--- config.mk ---
export PLATFORM = sky130hd
export DESIGN_NAME = pg_port_rst_quiesce
export DESIGN_NICKNAME = d
export VERILOG_FILES = /design/src/rtl/pg_port_quiesce_pkg.sv /design/src/rtl/pg_port_quiesce_fsm.sv /design/src/rtl/pg_port_rst_quiesce.sv
export SDC_FILE = /design/constraint.sdc
export NUM_CORES = 1
export LEC_CHECK = 0
export CAP_MARGIN = 0
export CORE_MARGIN = 4
export CORE_UTILIZATION = 40
export CTS_CLUSTER_SIZE = 40
export DETAILED_ROUTE_END_ITERATION = 10
export GPL_TIMING_DRIVEN = 0
export HOLD_SLACK_MARGIN = 0.06
export RECOVER_POWER = 25
export SYNTH_ARGS = -nofsm -noshare
export SYNTH_HDL_FRONTEND = slang
export SYNTH_SLANG_ARGS = --single-unit
--- constraint.sdc ---
create_clock -name clk -period 2.65 [get_ports clk]
set_clock_uncertainty 0.15 [all_clocks]
set_input_delay 0.795 -clock clk [delete_from_list [all_inputs] [get_ports clk]]
set_output_delay 0.795 -clock clk [all_outputs]
set_load 0.03 [all_outputs]
--- src/rtl/pg_port_quiesce_pkg.sv ---
// Shared types and constants for the per-port reset quiesce sequencer.
package pg_port_quiesce_pkg;

  typedef enum logic [1:0] {
    RUN     = 2'd0,
    DRAIN   = 2'd1,
    ASSERT  = 2'd2,
    RELEASE = 2'd3
  } t_quiesce_state;

  localparam int unsigned DEF_RST_HOLD_CYCLES = 32'd16;
  localparam int unsigned DEF_RST_PIPE_DEPTH  = 32'd4;
  localparam int unsigned DEF_DRAIN_TIMEOUT   = 32'd4096;

  // One counter is shared by hold, release and drain-timeout phases.
  function automatic int unsigned cnt_width(input int unsigned hold,
                                            input int unsigned pipe,
                                            input int unsigned tmo);
    int unsigned m;
    m = hold;
    if (pipe > m) m = pipe;
    else          m = m;
    if (tmo > m)  m = tmo;
    else          m = m;
    return $clog2(m + 32'd1);
  endfunction

endpackage

--- src/rtl/pg_port_quiesce_fsm.sv ---
// Single-port quiesce FSM: blocks new packets, drains, holds reset, then releases.
// Optional drain timeout enabled by defining PG_QUIESCE_TIMEOUT_EN.
module pg_port_quiesce_fsm
  import pg_port_quiesce_pkg::*;
#(
  parameter int unsigned RST_HOLD_CYCLES = DEF_RST_HOLD_CYCLES,
  parameter int unsigned RST_PIPE_DEPTH  = DEF_RST_PIPE_DEPTH,
  parameter int unsigned DRAIN_TIMEOUT   = DEF_DRAIN_TIMEOUT
) (
  input  logic clk,
  input  logic rst_n,
  input  logic req_n,
  input  logic tvalid,
  input  logic tready,
  input  logic tlast,
  output logic tx_block,
  output logic port_rst_n,
  output logic port_rst_ack,
  output logic drain_timeout
);

  localparam int unsigned CW = cnt_width(RST_HOLD_CYCLES, RST_PIPE_DEPTH, DRAIN_TIMEOUT);
  localparam logic [CW-1:0] HOLD_LD  = CW'(RST_HOLD_CYCLES - 32'd1);
  localparam logic [CW-1:0] PIPE_LD  = CW'(RST_PIPE_DEPTH - 32'd1);
  localparam logic [CW-1:0] CNT_ZERO = {CW{1'b0}};
  localparam logic [CW-1:0] CNT_ONE  = CW'(32'd1);

  t_quiesce_state state_q, state_d;
  logic [CW-1:0]  cnt_q, cnt_d;
  logic           in_pkt_q, in_pkt_d, in_pkt_nx, beat;
  logic           tx_block_q, tx_block_d;
  logic           rst_n_q, rst_n_d;
  logic           ack_q, ack_d;

  assign beat = tvalid & tready;

  // Packet tracking runs in every state so reset never lands mid-packet.
  always_comb begin
    if (beat) in_pkt_nx = ~tlast;
    else      in_pkt_nx = in_pkt_q;
  end

`ifdef PG_QUIESCE_TIMEOUT_EN
  localparam logic [CW-1:0] TMO_LD = CW'(DRAIN_TIMEOUT - 32'd1);
  logic tmo_q, tmo_d;

  // Sticky timeout flag, only cleared by the global reset.
  always_ff @(posedge clk or negedge rst_n) begin
    if (!rst_n) tmo_q <= 1'b0;
    else        tmo_q <= tmo_d;
  end
  assign drain_timeout = tmo_q;
`else
  assign drain_timeout = 1'b0;
`endif

  // State, counter and registered outputs.
  always_ff @(posedge clk or negedge rst_n) begin
    if (!rst_n) begin
      state_q    <= ASSERT;
      cnt_q      <= HOLD_LD;
      in_pkt_q   <= 1'b0;
      tx_block_q <= 1'b1;
      rst_n_q    <= 1'b0;
      ack_q      <= 1'b1;
    end else begin
      state_q    <= state_d;
      cnt_q      <= cnt_d;
      in_pkt_q   <= in_pkt_d;
      tx_block_q <= tx_block_d;
      rst_n_q    <= rst_n_d;
      ack_q      <= ack_d;
    end
  end

  // Next-state and counter logic.
  always_comb begin
    state_d  = state_q;
    cnt_d    = cnt_q;
    in_pkt_d = in_pkt_nx;
`ifdef PG_QUIESCE_TIMEOUT_EN
    tmo_d    = tmo_q;
`endif
    case (state_q)
      RUN: begin
        if (!req_n) begin
          state_d = DRAIN;
`ifdef PG_QUIESCE_TIMEOUT_EN
          cnt_d   = TMO_LD;
`endif
        end else begin
          state_d = RUN;
        end
      end
      DRAIN: begin
        if (!in_pkt_nx) begin
          state_d = ASSERT;
          cnt_d   = HOLD_LD;
`ifdef PG_QUIESCE_TIMEOUT_EN
        end else if (cnt_q == CNT_ZERO) begin
          state_d  = ASSERT;
          cnt_d    = HOLD_LD;
          in_pkt_d = 1'b0;
          tmo_d    = 1'b1;
        end else begin
          cnt_d = cnt_q - CNT_ONE;
`else
        end else begin
          state_d = DRAIN;
`endif
        end
      end
      ASSERT: begin
        if (cnt_q != CNT_ZERO) begin
          cnt_d = cnt_q - CNT_ONE;
        end else if (req_n) begin
          state_d = RELEASE;
          cnt_d   = PIPE_LD;
        end else begin
          cnt_d = CNT_ZERO;
        end
      end
      RELEASE: begin
        if (!req_n) begin
          state_d = ASSERT;
          cnt_d   = HOLD_LD;
        end else if (cnt_q == CNT_ZERO) begin
          state_d = RUN;
        end else begin
          cnt_d = cnt_q - CNT_ONE;
        end
      end
      default: begin
        state_d = ASSERT;
        cnt_d   = HOLD_LD;
      end
    endcase
  end

  // Output decode; reset deasserts one cycle after RUN is entered (final release stage).
  always_comb begin
    tx_block_d = (state_d != RUN);
    rst_n_d    = (state_d == DRAIN) || ((state_d == RUN) && (state_q == RUN));
    ack_d      = (state_d == ASSERT);
  end

  assign tx_block     = tx_block_q;
  assign port_rst_n   = rst_n_q;
  assign port_rst_ack = ack_q;

endmodule

--- src/rtl/pg_port_rst_quiesce.sv ---
// Packet-aware port reset sequencer covering all flattened ports.
// Optional drain timeout enabled by defining PG_QUIESCE_TIMEOUT_EN.
module pg_port_rst_quiesce
  import pg_port_quiesce_pkg::*;
#(
  parameter int unsigned NUM_PORTS       = 32'd4,
  parameter int unsigned RST_HOLD_CYCLES = DEF_RST_HOLD_CYCLES,
  parameter int unsigned RST_PIPE_DEPTH  = DEF_RST_PIPE_DEPTH,
  parameter int unsigned DRAIN_TIMEOUT   = DEF_DRAIN_TIMEOUT
) (
  input  logic                 clk,
  input  logic                 rst_n,
  input  logic [NUM_PORTS-1:0] port_rst_req_n,
  input  logic [NUM_PORTS-1:0] tx_tvalid,
  input  logic [NUM_PORTS-1:0] tx_tready,
  input  logic [NUM_PORTS-1:0] tx_tlast,
  output logic [NUM_PORTS-1:0] tx_block,
  output logic [NUM_PORTS-1:0] port_rst_n_out,
  output logic [NUM_PORTS-1:0] port_rst_ack,
  output logic [NUM_PORTS-1:0] drain_timeout
);

  for (genvar p = 0; p < NUM_PORTS; p++) begin : g_port
    pg_port_quiesce_fsm #(
      .RST_HOLD_CYCLES (RST_HOLD_CYCLES),
      .RST_PIPE_DEPTH  (RST_PIPE_DEPTH),
      .DRAIN_TIMEOUT   (DRAIN_TIMEOUT)
    ) u_fsm (
      .clk           (clk),
      .rst_n         (rst_n),
      .req_n         (port_rst_req_n[p]),
      .tvalid        (tx_tvalid[p]),
      .tready        (tx_tready[p]),
      .tlast         (tx_tlast[p]),
      .tx_block      (tx_block[p]),
      .port_rst_n    (port_rst_n_out[p]),
      .port_rst_ack  (port_rst_ack[p]),
      .drain_timeout (drain_timeout[p])
    );
  end

endmodule

==> metrics <==
vias in the first global route 3310; antenna cells 0; synthesized area 0.00414 sq mm; Post-synth top cells dfrtp_1, nand2_1, o21ai_0; final WL 8470 um; Critical Path AT 2.72 ns; GRT overflow 0; Horiz. Die Dim 110 um; Placed Area 0.00462 sq mm; crit-path max cell delay 0.59 ns; sequential element share of the synthesized area 46.8%; drt first pass iters 4; worst setup path class reg2reg; # fillers 928; worst-path maximum fanout 10; Synth area leader dfrtp_1; ANT nets after route 0; Critical Path Sink Type flip-flop; hold_buf cts 0; first-pass GRT wire length 14900 um; Lkg Pwr 0.00211 uW; setup TNS 0 ns; CTS H-tree depth 3; Max Cap Violations 0; final worst-path cycle share 97.8%; share of cells above drive strength 1 18.2%; violation count after the first detailed-route iteration 187; post-DR vias/cell 5.39; GR Util All Layers 15.2%; ys flop type dfrtp_1; routability cong. 0.852; relative slew slack 11.9%; YS warnings 0; status complete, no violations; # setup viols final 0; total core area 0.00991 sq mm; top-count cell post-synth dfrtp_1; DP HPWL 5920 um; largest net degree at the start of global routing 55; Max IR drop VDD 469 uV; post-synth top area share 29.0%; Post-synth EDFFs 0; CTS root buffer clkbuf_8; vias post-DR 3383; ys async rst share 100%; Num Clock Sinks 76; cts bufs inserted 9; TritonCTS clock tree yes; Crit path top cell by count or4_4; Worst-Skew Late Latency 0.35 ns; total power 5460 uW; Site Rows 36; wire per inst 13.5 um; Pins Over Slew Limit 0; Period minus WS final 2.59 ns; Worst Path Required 2.78 ns; Syn Area/Cell 9.34 sq um; Worst Setup Start Kind flip-flop; post-layout util 49.7%; worst path cell trace or4_4 > or4_4 > buf_6 > o211a_1 > o22a_1 > or2_1; Synth cell types 69; RSZ-0062 raised after global routing no; Final Cell Area 0.00492 sq mm; Die Y 110 um; synthesized flop and latch total 76; # DRC 0; Starting Density 41.8%; post-synthesis cell count 443; final hold slack 0.353 ns; clock-pin slew on the worst setup and hold paths 0.08 ns; area grow syn2layout 18.9%; hold crit path type reg2reg; Port Buffer Count 28; Synth area leaders dfrtp_1, dfstp_2, o21ai_0; Cell Pwr Density 1110 mW/mm^2; Net count, final 512; Final Hold Fails 0; Ports 34; maximum clock rate 386 MHz; die area 0.0120 sq mm; Crit-path slowest cell or4_4; Worst-Margin Slew 1.32 ns; clock tree buffer depth 2; initial antenna violation count 0
-- cell type report --
type	count	area [sq um]	area share (%)
plain buffers	28	174	3.53
clock buffers	13	159	3.23
clock inverters	3	21.3	0.432
inverters	28	105	2.14
multi-input cells	313	2020	41.0
flip-flops and latches	76	1940	39.4
well taps	133	166	3.38
repair buffers	34	339	6.89
-- flip-flops by register name, indices dropped and copies added, names as in the netlist --
signal                     cells
g_port.u_fsm.cnt_q            52
g_port.u_fsm.in_pkt_q          4
g_port.u_fsm.port_rst_ack      4
g_port.u_fsm.port_rst_n        4
g_port.u_fsm.state_q           8
g_port.u_fsm.tx_block          4
-- timing repair --
item	in CTS	in global routing
pin swaps	0	1
resized for setup	8	11
buffers inserted	0	5
endpoints found under the setup margin	42	39
-- power breakdown --
part	total [uW]	internal (uW)	switching, uW
Sequential	2120	1730	386
Combinational	2530	1080	1450
Clock	813	394	419
Total	5460	3210	2250
-- per-layer routing --
metal	vias up	wire [um]	GRT usage, %
li1	1716	-	-
met1	1592	4070	19.9
met2	64	3940	25.0
met3	11	343	3.41
met4	0	112	4.99
met5	-	0	0
-- cells in the final DEF (no fill, tap or decap), types with 4 or more instances in the layout --
master	n
a21bo_2	4
a21oi_1	20
a22o_1	4
a31oi_1	10
buf_4	21
clkbuf_1	12
clkbuf_8	11
clkdlybuf4s50_1	27
conb_1	4
dfrtp_1	48
dfstp_2	28
inv_1	28
nand2_1	44
nand2b_1	6
nand3_1	13
nand3b_1	6
nand4_1	4
nor2_1	26
nor3_1	17
nor4_1	6
o21ai_0	34
o31ai_1	8
or4_1	9
xnor2_1	11
-- worst max-delay path, delay by kind of cell, from the launching register on --
kind | cells | cell delay, ns
AOI/OAI and AO/OA | 2 | 0.42
DFF | 1 | 0.45
buffers and inverters | 1 | 0.15
and+or+nand+nor | 3 | 1.36
-- metrics by stage --
step                      instances  worst slack (ns)
after floorplan                 446             0.121
after global placement          607             -2.05
after detailed placement        608            -0.499
after CTS                       624            0.0143
after global routing            628           0.00358
final                           628            0.0591
-- worst paths after layout --
check | start | to | slack, ns | cells past startpoint
max | g_port[1].u_fsm.cnt_q[4] | g_port[1].u_fsm.tx_block | 0.06 | 6
min | g_port[2].u_fsm.cnt_q[2] | g_port[2].u_fsm.cnt_q[2] | 0.35 | 2
max reg2reg | g_port[1].u_fsm.cnt_q[4] | g_port[1].u_fsm.tx_block | 0.06 | 6
min reg2reg | g_port[2].u_fsm.cnt_q[2] | g_port[2].u_fsm.cnt_q[2] | 0.35 | 2
max in group asynchronous | rst_n | g_port[2].u_fsm.tx_block | 0.85 | 2
min in group asynchronous | rst_n | g_port[3].u_fsm.in_pkt_q | 0.57 | 1
-- logic make-up (layout without fill, tap and decap cells) --
kind of cell             after synthesis  after routing  share of synthesized area [%]
AO/OA/AOI/OAI                        129            129                           21.0
XOR/XNOR                              13             13                           2.75
adder cells (fa/ha/maj)                4              4                           1.21
buffers and inverters                 57            106                           6.83
flip-flops                            76             76                           46.8
multiplexers                           2              2                          0.484
other                                  1              4                         0.0906
AND/OR/NAND/NOR                      161            161                           20.9
Note: power is estimated with default switching activity, not from simulation.
